[src/rtl/clint_csr_mem.sv]
// clint_csr_mem: CLINT-style machine-timer / software-interrupt register block
// on a Wishbone B4 classic secondary port. Holds msip, a free-running 64-bit
// mtime (advanced once every CLOCK_CYCLES clocks) and a 64-bit mtimecmp.
// DATA_SIZE = 64 gives full-word access; DATA_SIZE = 32 splits mtime and
// mtimecmp into halves selected by wb_addr[2].
// Optional macro CLINT_IRQ_EN adds mtip (registered mtime >= mtimecmp) and
// msip_irq (msip[0]) outputs.
module clint_csr_mem #(
  parameter int DATA_SIZE    = 64,
  parameter int CLOCK_CYCLES = 30
) (
  input  logic                   clock,
  input  logic                   reset,
  input  logic                   wb_cyc,
  input  logic                   wb_stb,
  input  logic                   wb_we,
  input  logic [DATA_SIZE/8-1:0] wb_sel,
  input  logic [2:0]             wb_addr,
  input  logic [DATA_SIZE-1:0]   wb_dat_i,
  output logic [DATA_SIZE-1:0]   wb_dat_o,
  output logic                   wb_ack,
  output logic [DATA_SIZE-1:0]   msip,
  output logic [63:0]            mtime,
  output logic [63:0]            mtimecmp
`ifdef CLINT_IRQ_EN
  ,
  output logic                   mtip,
  output logic                   msip_irq
`endif
);

  // Prescaler width; a single-cycle prescaler still needs one bit.
  localparam int              CNT_W    = (CLOCK_CYCLES > 1) ? $clog2(CLOCK_CYCLES) : 1;
  localparam logic [CNT_W-1:0] CNT_LAST = CNT_W'(CLOCK_CYCLES - 1);
  localparam logic [CNT_W-1:0] CNT_ONE  = CNT_W'(1);

  localparam logic [1:0] REG_MSIP     = 2'b00;
  localparam logic [1:0] REG_MTIME    = 2'b10;
  localparam logic [1:0] REG_MTIMECMP = 2'b11;

  typedef enum logic [1:0] {
    IDLE   = 2'd0,
    ACCEPT = 2'd1,
    ACK    = 2'd2
  } state_t;

  state_t                 state_q, state_d;
  logic [2:0]             addr_q, addr_d;
  logic                   we_q, we_d;
  logic [CNT_W-1:0]       cnt_q, cnt_d;
  logic                   tick;
  logic [DATA_SIZE-1:0]   msip_q, msip_d;
  logic [63:0]            mtime_q, mtime_d;
  logic [63:0]            mtimecmp_q, mtimecmp_d;

  logic                   accept;
  logic                   wr_en;
  logic                   wr_msip;
  logic                   wr_mtime;
  logic                   wr_mtimecmp;
  logic [63:0]            mtime_wr_val;
  logic [63:0]            mtimecmp_wr_val;
  logic [63:0]            rd_full;
  logic [DATA_SIZE-1:0]   rd_word;

  // Byte selects are ignored (all writes are full-word), the latched
  // direction does not affect read data, and in RV64 the half-select bit
  // has no meaning.
  logic unused_bits;
  assign unused_bits = ^{wb_sel, wb_addr[2], addr_q[2], we_q};

  // Width-dependent write merge and read-half selection.
  generate
    if (DATA_SIZE == 64) begin : g_rv64
      assign mtime_wr_val    = wb_dat_i;
      assign mtimecmp_wr_val = wb_dat_i;
      assign rd_word         = rd_full;
    end else begin : g_rv32
      // A write replaces only the addressed half; the other half keeps its
      // current (un-incremented) value because the write wins over a tick.
      assign mtime_wr_val    = wb_addr[2] ? {wb_dat_i, mtime_q[31:0]}
                                          : {mtime_q[63:32], wb_dat_i};
      assign mtimecmp_wr_val = wb_addr[2] ? {wb_dat_i, mtimecmp_q[31:0]}
                                          : {mtimecmp_q[63:32], wb_dat_i};
      // Half selection only applies to the 64-bit timer registers; msip and
      // the reserved slot always come from the low word.
      assign rd_word         = (addr_q[1] && addr_q[2]) ? rd_full[63:32]
                                                        : rd_full[31:0];
    end
  endgenerate

  // Free-running prescaler: tick marks the last count before wrap.
  always_comb begin
    tick  = (cnt_q == CNT_LAST);
    cnt_d = tick ? '0 : cnt_q + CNT_ONE;
  end

  // Bus write decode and register next-state; writes commit on the accepting edge.
  always_comb begin
    accept      = (state_q == IDLE) && wb_cyc && wb_stb;
    wr_en       = accept && wb_we;
    wr_msip     = wr_en && (wb_addr[1:0] == REG_MSIP);
    wr_mtime    = wr_en && (wb_addr[1:0] == REG_MTIME);
    wr_mtimecmp = wr_en && (wb_addr[1:0] == REG_MTIMECMP);

    msip_d     = wr_msip ? wb_dat_i : msip_q;
    mtimecmp_d = wr_mtimecmp ? mtimecmp_wr_val : mtimecmp_q;
    if (wr_mtime) begin
      mtime_d = mtime_wr_val;
    end else if (tick) begin
      mtime_d = mtime_q + 64'd1;
    end else begin
      mtime_d = mtime_q;
    end
  end

  // Transfer FSM: accept, one wait cycle, then a single-cycle acknowledge.
  always_comb begin
    state_d = state_q;
    addr_d  = addr_q;
    we_d    = we_q;
    case (state_q)
      IDLE: begin
        if (accept) begin
          addr_d  = wb_addr;
          we_d    = wb_we;
          state_d = ACCEPT;
        end
      end
      ACCEPT:  state_d = ACK;
      ACK:     state_d = IDLE;
      default: state_d = IDLE;
    endcase
  end

  // Read mux on the latched address; reflects live register contents.
  always_comb begin
    rd_full = 64'd0;
    case (addr_q[1:0])
      REG_MSIP:     rd_full = 64'(msip_q);
      REG_MTIME:    rd_full = mtime_q;
      REG_MTIMECMP: rd_full = mtimecmp_q;
      default:      rd_full = 64'd0;
    endcase
  end

  assign wb_ack   = (state_q == ACK);
  assign wb_dat_o = (state_q == ACK) ? rd_word : '0;
  assign msip     = msip_q;
  assign mtime    = mtime_q;
  assign mtimecmp = mtimecmp_q;

  // State, prescaler and register storage.
  always_ff @(posedge clock or posedge reset) begin
    if (reset) begin
      state_q    <= IDLE;
      addr_q     <= 3'd0;
      we_q       <= 1'b0;
      cnt_q      <= '0;
      msip_q     <= '0;
      mtime_q    <= 64'd0;
      mtimecmp_q <= 64'd0;
    end else begin
      state_q    <= state_d;
      addr_q     <= addr_d;
      we_q       <= we_d;
      cnt_q      <= cnt_d;
      msip_q     <= msip_d;
      mtime_q    <= mtime_d;
      mtimecmp_q <= mtimecmp_d;
    end
  end

`ifdef CLINT_IRQ_EN
  logic mtip_q, mtip_d;

  // Unsigned 64-bit timer compare, evaluated every clock.
  always_comb begin
    mtip_d = (mtime_q >= mtimecmp_q);
  end

  // Registered timer interrupt pending flag.
  always_ff @(posedge clock or posedge reset) begin
    if (reset) begin
      mtip_q <= 1'b0;
    end else begin
      mtip_q <= mtip_d;
    end
  end

  assign mtip     = mtip_q;
  assign msip_irq = msip_q[0];
`endif

endmodule

[config.mk]
export PLATFORM = sky130hd
export DESIGN_NAME = clint_csr_mem
export DESIGN_NICKNAME = d
export VERILOG_FILES = /design/src/rtl/clint_csr_mem.sv
export SDC_FILE = /design/constraint.sdc
export NUM_CORES = 1
export LEC_CHECK = 0
export ABC_CLOCK_PERIOD_IN_PS = 6200
export CORE_MARGIN = 4
export CORE_UTILIZATION = 35
export DETAILED_ROUTE_END_ITERATION = 8
export DONT_BUFFER_PORTS = 1
export GPL_ROUTABILITY_DRIVEN = 0
export SETUP_SLACK_MARGIN = 0.3
export SYNTH_ARGS = -nofsm -noshare
export SYNTH_HDL_FRONTEND = slang
export SYNTH_SLANG_ARGS = --single-unit
export TNS_END_PERCENT = 1
[constraint.sdc]
create_clock -name clock -period 6.2 [get_ports clock]
set_clock_uncertainty 0.15 [all_clocks]
set_input_delay 0.62 -clock clock [delete_from_list [all_inputs] [get_ports clock]]
set_output_delay 0.62 -clock clock [all_outputs]
set_load 0.02 [all_outputs]
==> metrics, run 1 <==
H-tree depth 1; final setup vio count 0; Least-Margin Pin Slew 1.18 ns; sequential area share after synthesis around half; register area roughly 0.0050 mm2; drt drc 0; Post-Place Cell Area about 0.011 mm2; max-cap check violation count 0; share of cells above drive strength 1 27.3%; maximum clock path buffer count 3; synthesized cell area between 0.01 and 0.015 mm2; Final TNS setup 0 ns; Tmin final around 4.0 ns; DR pass1 iterations 5; Die Wd roughly 180 um; Synthesis Warnings 0; Via density ~5.6; hold wc startpoint wb_dat_i[23]; Top Ports between 300 and 400; endpoints failing hold 0; Area Growth Syn to Fin 11.9%; total power between 4 and 5 mW; Synth top area share between 40% and 50%; Clock Pin Slew Worst Setup and Hold Paths approximately 0.060 ns; critical path launch point type flip-flop; # Post-CTS Setup Buffers 0; worst hold stages 2; FP Rows slightly above 60; hold crit path type input pin to flip-flop; largest cells by area after synthesis dfrtp_1 (49%), mux2_2 (21%), a22oi_1 (4.7%), nor2_1 (3.7%), nand2_1 (3.3%); Final Cell Area 0.0115 mm2; P per Cell Area around 430 mW/mm2; DP HPWL between 20000 and 25000 um; reg-to-reg endpoint mtime[63]; # fillers between 2000 and 3000; status complete, no violations; WL met3 2800 um; Via Count around 7400; Met1 Wirelength roughly 13000 um; number of global-route vias before repair around 7700; LEAKAGE about 4.6 nW; 1st-iter DRT viols roughly 370; Yosys top cell by area dfrtp_1; Die Height between 150 and 200 um; Post-Synthesis Cells 953; Port Buffers 0; RSZ-0062 raised after global routing no; CTS tree built; worst hold endpoint mtime[23]; Final period util approximately 65%; CTS root buf clkbuf_16; initial antenna violation count 0; r2r worst-path depth 6; nets ~1000; Post-DRT Antenna Nets 0; # diodes 0; critical path type flip-flop to output port; Worst-Skew Late Latency 0.52 ns; clock sink total between 200 and 250; Worst slew margin a little over a fifth; synth unique cells 40; Crit Path Max Fanout 39; net count after synthesis ~1000; gr usage total a little under a fifth; maximum clock rate approximately 0.25 GHz; DRT Wirelength approximately 31000 um; DR WL met2 between 15000 and 20000 um; Max IR drop VDD between 0.2 and 0.25 mV; grt total ovfl 0; critical path capture point type output port; #FFs+latches synth between 200 and 250; worst endpoint required time 5.43 ns; first-pass GRT wire length around 49000 um; uppermost layer routed met4; area of the multi-input gates between 0.005 and 0.006 mm2; FF-to-FF Start mtime[36]; largest net degree at the start of global routing 110; WL/cell between 20 and 25 um; Mapped Avg Cell Area between 10 and 15 um2; Initial Util between 30% and 40%; Final Slew Violations 0; Worst EP arrival around 3.2 ns; Num CTS Buffers 24; CORE AREA approximately 0.029 mm2; flop2flop setup slack 2.76 ns; die area 0.0322 mm2
area by class of cell:
class | count | area share (%)
multi-input cells | 686 | 43.7
well taps | 384 | 4.17
clock inverters | 10 | 1.14
clock buffers | 33 | 6.13
flip-flops and latches | 201 | 43.7
repair buffers | 10 | 0.782
inverters | 9 | 0.326
worst max-delay path by stage:
stage	start	end	slack [ns]	depth (start not counted)
final	addr_q[0]	wb_dat_o[7]	2.20	4
after global placement	addr_q[0]	wb_dat_o[5]	2.70	4
after CTS	addr_q[0]	wb_dat_o[5]	2.08	4
after detailed placement	addr_q[0]	wb_dat_o[5]	2.64	4
after global routing	addr_q[0]	wb_dat_o[5]	1.98	4
after floorplan	reset	addr_q[0]	2.83	1
state kept, by name, indices dropped and copies added (netlist names):
| signal | count |
|---|---|
| state_q | 2 |
| cnt_q | 5 |
| addr_q | 2 |
| mtimecmp | 64 |
| mtime | 64 |
| msip | 64 |
layer usage:
| metal | global-route usage [%] | vias to the layer above |
|---|---|---|
| met3 | 5.86 | 40 |
| li1 | - | 3350 |
| met1 | 23.9 | 3746 |
| met4 | 4.15 | 0 |
| met5 | 0 | - |
| met2 | 31.5 | 281 |
per-stage QoR:
step,utilization (%),std cells,setup WS [ns],hold slack (ns)
after floorplan,-,953,2.83,0.277
after detailed placement,37.0,1289,2.64,0.335
after global placement,37.0,1289,2.70,0.331
after global routing,39.9,1333,1.98,0.0462
after CTS,39.9,1333,2.08,0.0392
final,39.9,1333,2.20,0.0704
Yosys cell counts:
library cell / count
dfrtp_1: 201
mux2_2: 193
nor2_1: 101
nand2_1: 90
a22oi_1: 64
clkbuf_1: 55
o21ai_0: 53
xnor2_1: 37
nand3_1: 28
xor2_1: 28
nand4_1: 17
nor3_1: 16
a21oi_1: 11
inv_1: 9
nor4_1: 9
and3_1: 8
and4_1: 3
ha_1: 3
and2b_1: 2
nand2b_1: 2
nor2b_1: 2
nor4_2: 2
nor4_4: 2
a31oi_1: 1
and2_1: 1
and3b_1: 1
buf_2: 1
buf_6: 1
nand3_2: 1
nand4_2: 1
nand4_4: 1
nor3_2: 1
o211ai_1: 1
o21ai_1: 1
or2_0: 1
or2_2: 1
or3_1: 1
or3b_1: 1
or4_1: 1
or4_4: 1
power by group:
group / switching, mW / internal (mW)
logic: 0.424 / 0.478
clock network: 0.558 / 0.918
registers: 0.912 / 1.64
placed cells by master (no fill, tap or decap), types with 3 or more instances in the layout:
cell,n
and4_1,3
clkinv_2,5
nor3_1,16
clkbuf_8,5
nor4_1,9
nand4_1,17
ha_1,3
bufinv_16,3
a22oi_1,64
mux2_2,193
and3_1,8
xnor2_1,37
nand2_1,90
clkbuf_1,3
inv_1,8
xor2_1,28
dfrtp_1,199
clkbuf_16,25
buf_4,8
nand3_1,27
o21ai_0,53
nor2_1,99
a21oi_1,11
critical path, cell delays in order, from the launching register on:
cell	delay, ns
dfrtp_4	0.70
nor2_4	0.96
buf_4	0.48
a22oi_1	0.16
nor2_1	0.39
repair_timing:
action,4_1_cts,5_1_grt
endpoints found under the hold margin,19,0
gates resized for setup,0,0
hold buffers,1,0
cell families after synthesis:
group / share of synthesized area [%]
AO/OA/AOI/OAI: 7.97
XOR/XNOR: 5.54
flip-flops: 48.9
adder cells (fa/ha/maj): 0.365
buffers and inverters: 2.49
multiplexers: 21.1
AND/OR/NAND/NOR: 13.6
Note: power is estimated with default switching activity, not from simulation.
==> run 2, diff against run 1 <==
ABC_CLOCK_PERIOD_IN_PS = 4200   (was 6200)
clock period = 4.2 ns   (was 6.2 ns; I/O delays follow)
==> metrics, run 2 (synthesized netlist as in run 1, its figures left out) <==
Initial Util 35.6% (unchanged); Gate power share 20.4% (+2.1 points); FP Rows 62 (unchanged); Worst EP arrival 2.81 ns (-0.42 ns); Int Pwr 4.23 mW (+39%); most common cell after layout, fill and taps aside dfrtp_1; hold crit path type input pin to flip-flop; Clock Pin Slew Worst Setup and Hold Paths 0.06 ns (about the same); maximum clock rate ~0.30 GHz; max-cap check violation count 0 (unchanged); reg-to-reg endpoint mtime[63]; Util after Layout 42.0% (+2.1 points); final setup vio count 0 (unchanged); Tmin final 3.38 ns; gr usage total 19.1% (+0.39 points); worst hold stages 3 (+1); CP cell instances nor2_4 -> buf_4 -> a22oi_1 -> nor2_1; Die Wd 179 um (unchanged); Worst-Skew Late Latency 0.50 ns (-0.02 ns); FF-to-FF Start mtime[19]; initial antenna violation count 0 (unchanged); Final Slew Violations 0 (unchanged); Final TNS setup 0 ns (unchanged); RSZ-0062 raised after global routing no; CTS tree built; P per Cell Area 579 mW/mm2 (+35%); DP HPWL 22000 um (+1.5%); # fillers 2794 (-0.46%); critical path launch point type flip-flop; Final period util about 81%; share of cells above drive strength 1 25.2% (-2.1 points); first-pass GRT wire length 50300 um (+3.1%); sw frac 39.7% (+1.3 points); flop2flop setup slack 1.03 ns (-1.73 ns); Area Growth Syn to Fin 17.9%; register area 0.00503 mm2 (unchanged); Top Ports 337 (unchanged); Num CTS Buffers 23 (-4.2%); status complete, no violations; H-tree depth 1 (unchanged); Final Cell Area 0.0121 mm2 (+5.3%); # Post-CTS Setup Buffers 0 (unchanged); clock sink total 201 (unchanged); DRT Wirelength 32200 um (+2.5%); hold wc startpoint wb_addr[0]; clock power share 26.0% (-3.9 points); worst hold slack 0.0254 ns (-0.0450 ns); largest net degree at the start of global routing 88 (-20%); Die Height 179 um (unchanged); CORE AREA 0.0289 mm2 (unchanged); Worst path slowest cell dfrtp_4; area of the multi-input gates 0.00503 mm2 (unchanged); die area 0.0322 mm2 (unchanged); Seq pwr share 53.6% (+1.8 points); most frequent cells in the layout dfrtp_1 (199), mux2_2 (193), nor2_1 (99); DR pass1 iterations 4 (-1); 1st-iter DRT viols 416 (+11%); CTS root buf clkbuf_16; Post-DRT Antenna Nets 0 (unchanged); Crit Path Max Fanout 46 (+18%); Least-Margin Pin Slew 0.972 ns (-0.205 ns); maximum clock path buffer count 3 (unchanged); critical path type flip-flop to output port; Port Buffers 0 (unchanged); Buf/Inv on CP 1 (unchanged); Max IR drop VDD 0.368 mV (+74%); worst hold endpoint mtime[14]; endpoints failing hold 0 (unchanged); Worst slew margin 35.2% (+14 points); grt total ovfl 0 (unchanged); # diodes 0 (unchanged); Worst path max stage delay 0.73 ns (-0.23 ns); Via density 5.55 (-0.21%); post-place setup slack 1.01 ns (-1.63 ns); nets 1092 (+7.6%); worst endpoint required time 3.63 ns (-1.80 ns); critical path capture point type output port; Via Count 7801 (+5.2%); crit-path leading delay family simple AND/OR/NAND/NOR gates; LEAKAGE 4.85 nW (+5.2%); worst setup margin 0.816 ns (-1.38 ns); Switching Power 2.79 mW (+47%); r2r worst-path depth 6 (unchanged); number of global-route vias before repair 8154 (+5.6%); Post-Place Cell Area 0.0108 mm2 (+0.87%); drt drc 0 (unchanged); WL/cell 22.9 um (-2.7%)
[run 2: changes by cell type in the layout (fill, tap and decap cells not counted), moves of 2 or more]
cell and change:
dlygate4sd3_1 +69, buf_4 +7, clkbuf_16 -2, clkbuf_1 +5
buf_12 +2, bufinv_16 -3, clkinv_2 -4, clkbuf_8 -2
[run 2: stage by stage]
| step | cells | power (mW) |
|---|---|---|
| detailed placement | 1298 | 5.17 |
| CTS | 1405 | 7.10 |
| floorplan | 953 | 4.64 |
| global route | 1405 | 7.41 |
| global placement | 1298 | 5.10 |
| finish | 1405 | 7.02 |
[run 2: worst reg2reg max path: cells and delay by family, from the launching register on]
| family | cells | cell delay (ns) |
|---|---|---|
| compound gates | 1 | 0.08 |
| simple gates | 4 | 2.04 |
| xor+xnor | 1 | 0.15 |
| flops | 1 | 0.59 |
[run 2: worst max path at each step]
stage	from	endpoint	slack [ns]	depth (start not counted)
after global placement	mtime[19]	mtime[63]	1.01	6
after floorplan	reset	addr_q[0]	1.03	1
final	addr_q[0]	wb_dat_o[55]	0.82	4
after CTS	addr_q[0]	wb_dat_o[55]	0.71	4
after global routing	addr_q[0]	wb_dat_o[55]	0.61	4
after detailed placement	mtime[19]	mtime[63]	1.01	6
[run 2: what timing repair did]
item	in CTS	in global routing
hold endpoints to repair	225	0
hold buffers	70	0
gates resized for setup	0	0
[run 2: power by group through the flow]
stage,registers [mW],logic [mW],clock network (mW)
floorplan,3.48,1.16,0
global placement,3.79,1.32,0
detailed placement,3.80,1.36,0
CTS,3.77,1.44,1.89
global route,3.85,1.60,1.96
finish,3.76,1.43,1.82
[run 2: cell type report]
class | count | area share, %
clock inverter | 3 | 0.175
tap | 384 | 3.96
inverter | 9 | 0.310
multi-input combinational | 686 | 41.5
sequential | 201 | 41.5
clock buffer | 34 | 5.33
timing repair buffer | 88 | 7.20
[run 2: layer usage]
| metal | global-route usage, % | share of wire (%) | up-vias |
|---|---|---|---|
| li1 | - | - | 3495 |
| met1 | 24.3 | 42 | 3945 |
| met3 | 5.88 | 8.3 | 50 |
| met5 | 0 | 0 | - |
| met2 | 32.1 | 47 | 311 |
| met4 | 4.82 | 2.6 | 0 |
==> run 3, diff against run 2 <==
ABC_CLOCK_PERIOD_IN_PS = 3100   (was 4200)
clock period = 3.1 ns   (was 4.2 ns; I/O delays follow)
==> metrics, run 3 (synthesized netlist as in run 1, its figures left out) <==
drt drc 0 (unchanged); RSZ-0062 raised after global routing yes; critical path capture point type flip-flop; max-cap check violation count 0 (unchanged); Int Pwr 6.01 mW (+42%); critical path launch point type flip-flop; sw frac 38.8% (-0.86 points); FP Rows 62 (unchanged); most frequent cells in the layout dfrtp_1 (199), mux2_2 (193), nor2_1 (99); worst endpoint required time 3.34 ns (-0.29 ns); Tmin final around 2.7 ns; largest net degree at the start of global routing 97 (+10%); total power 9.83 mW (+40%); share of cells above drive strength 1 29.0% (+3.8 points); Util after Layout 43.5% (+1.4 points); # Post-CTS Setup Buffers 0 (unchanged); Clock Pin Slew Worst Setup and Hold Paths 0.06 ns (about the same); Die Wd 179 um (unchanged); final setup vio count 0 (unchanged); Via Count 7890 (+1.1%); CTS root buf clkbuf_16; Worst-Skew Late Latency 0.50 ns (about the same); Worst EP arrival 2.97 ns (+0.16 ns); maximum clock rate 0.366 GHz; Final period util about nine tenths; Area Growth Syn to Fin 21.9%; DP HPWL 22200 um (+1.2%); Via density 5.43 (-2.2%); Port Buffers 0 (unchanged); Worst path max stage delay 0.69 ns (-0.04 ns); Top Ports 337 (unchanged); Final TNS setup 0 ns (unchanged); Die Height 179 um (unchanged); first-pass GRT wire length 51000 um (+1.4%); Max IR drop VDD 0.491 mV (+33%); DRT Wirelength 32100 um (-0.32%); hold crit path type input pin to flip-flop; Worst slew margin 33.5% (-1.6 points); Final Slew Violations 0 (unchanged); P per Cell Area 784 mW/mm2 (+35%); worst hold stages 3 (unchanged); gr usage total 19.3% (+0.19 points); Num CTS Buffers 23 (unchanged); status complete, no violations; H-tree depth 1 (unchanged); Worst path slowest cell or4_4; endpoints failing hold 0 (unchanged); 1st-iter DRT viols 370 (-11%); most common cell after layout, fill and taps aside dfrtp_1; clock sink total 201 (unchanged); Seq pwr share 47.0% (-6.6 points); Switching Power 3.82 mW (+37%); die area 0.0322 mm2 (unchanged); LEAKAGE 5.12 nW (+5.5%); Crit Path Max Fanout 8 (-83%); clock power share 26.0% (about the same); r2r worst-path depth 8 (+2); Gate power share 27.1% (+6.7 points); initial antenna violation count 0 (unchanged); critical path type flip-flop to flip-flop; worst hold slack 0.0955 ns (+0.0701 ns); WL/cell 22.1 um (-3.6%); CTS tree built; number of global-route vias before repair 8420 (+3.3%); Initial Util 35.6% (unchanged); maximum clock path buffer count 3 (unchanged); Least-Margin Pin Slew 0.997 ns (+0.0247 ns); CORE AREA 0.0289 mm2 (unchanged); DR pass1 iterations 5 (+1); nets 1139 (+4.3%); grt total ovfl 0 (unchanged); CP cell instances inv_1 -> ha_1 -> nand4_4 -> or4_4 -> and2b_1 -> nand2_1 -> xnor2_1 -> mux2_2; # diodes 0 (unchanged); Post-DRT Antenna Nets 0 (unchanged); # placed instances 1346 (+3.7%); Finished Layout Cells 1453 (+3.4%)
## run 3: cell count changes in the layout (fill, tap and decap cells not counted), sizes merged
cell and change:
buf +48, clkinv +5, clkbuf -4, bufinv +1
dlygate4sd3 -1, inv -1
## run 3: path summary, 6_finish.rpt
| path | from | slack (ns) | end |
|---|---|---|---|
| hold / removal | wb_addr[0] | 0.1 | mtime[7] |
| setup reg to reg | cnt_q[1] | 0.37 | mtime[27] |
| max in group asynchronous | reset | 1.82 | msip[19] |
| min in group asynchronous | reset | 0.14 | msip[47] |
| setup / recovery | cnt_q[1] | 0.37 | mtime[27] |
| hold reg to reg | cnt_q[0] | 0.35 | cnt_q[0] |
## run 3: critical path: cells and delay by family, from the launching register on
family                   cells  cell delay [ns]
multiplexers                 1             0.27
buffers and inverters        1             0.06
adder cells (fa/ha/maj)      1             0.21
flip-flops                   1             0.39
XOR/XNOR                     1             0.13
AND/OR/NAND/NOR              4             1.39
## run 3: routing by layer
metal | GRT usage (%) | part of all wire (%) | up-vias
met5 | 0 | 0 | -
met4 | 4.27 | 1.9 | 0
met3 | 5.82 | 8.4 | 43
met2 | 32.5 | 48 | 305
met1 | 24.7 | 42 | 3958
li1 | - | - | 3584
## run 3: area by class of cell
cell class | count | area (um2)
Clock buffer | 30 | 622
Sequential cell | 201 | 5030
Inverter | 9 | 37.5
Tap cell | 384 | 480
Clock inverter | 8 | 71.3
Multi-Input combinational cell | 686 | 5030
Fill cell | 2815 | 16300
Timing Repair Buffer | 135 | 1260
## run 3: power by group through the flow
| stage | sequential, mW | clock (mW) | combinational (mW) |
|---|---|---|---|
| after global placement | 4.65 | 0 | 2.52 |
| after floorplan | 4.72 | 0 | 1.57 |
| after CTS | 4.62 | 2.64 | 2.69 |
| after global routing | 4.71 | 2.75 | 2.94 |
| after detailed placement | 4.67 | 0 | 2.58 |
| final | 4.61 | 2.55 | 2.66 |
## run 3: repair_timing
action | CTS | global route
resized for setup | 0 | 1
endpoints found under the hold margin | 290 | 0
setup endpoints to repair | 0 | 18
hold buffers | 69 | 0
## run 3: through the flow
stage	setup slack [ns]	area, um2
4_1_cts	0.334	12500
2_1_floorplan	0.0377	10300
3_5_place_dp	0.377	11200
3_3_place_gp	0.379	11200
5_1_grt	0.200	12500
6_report	0.366	12500
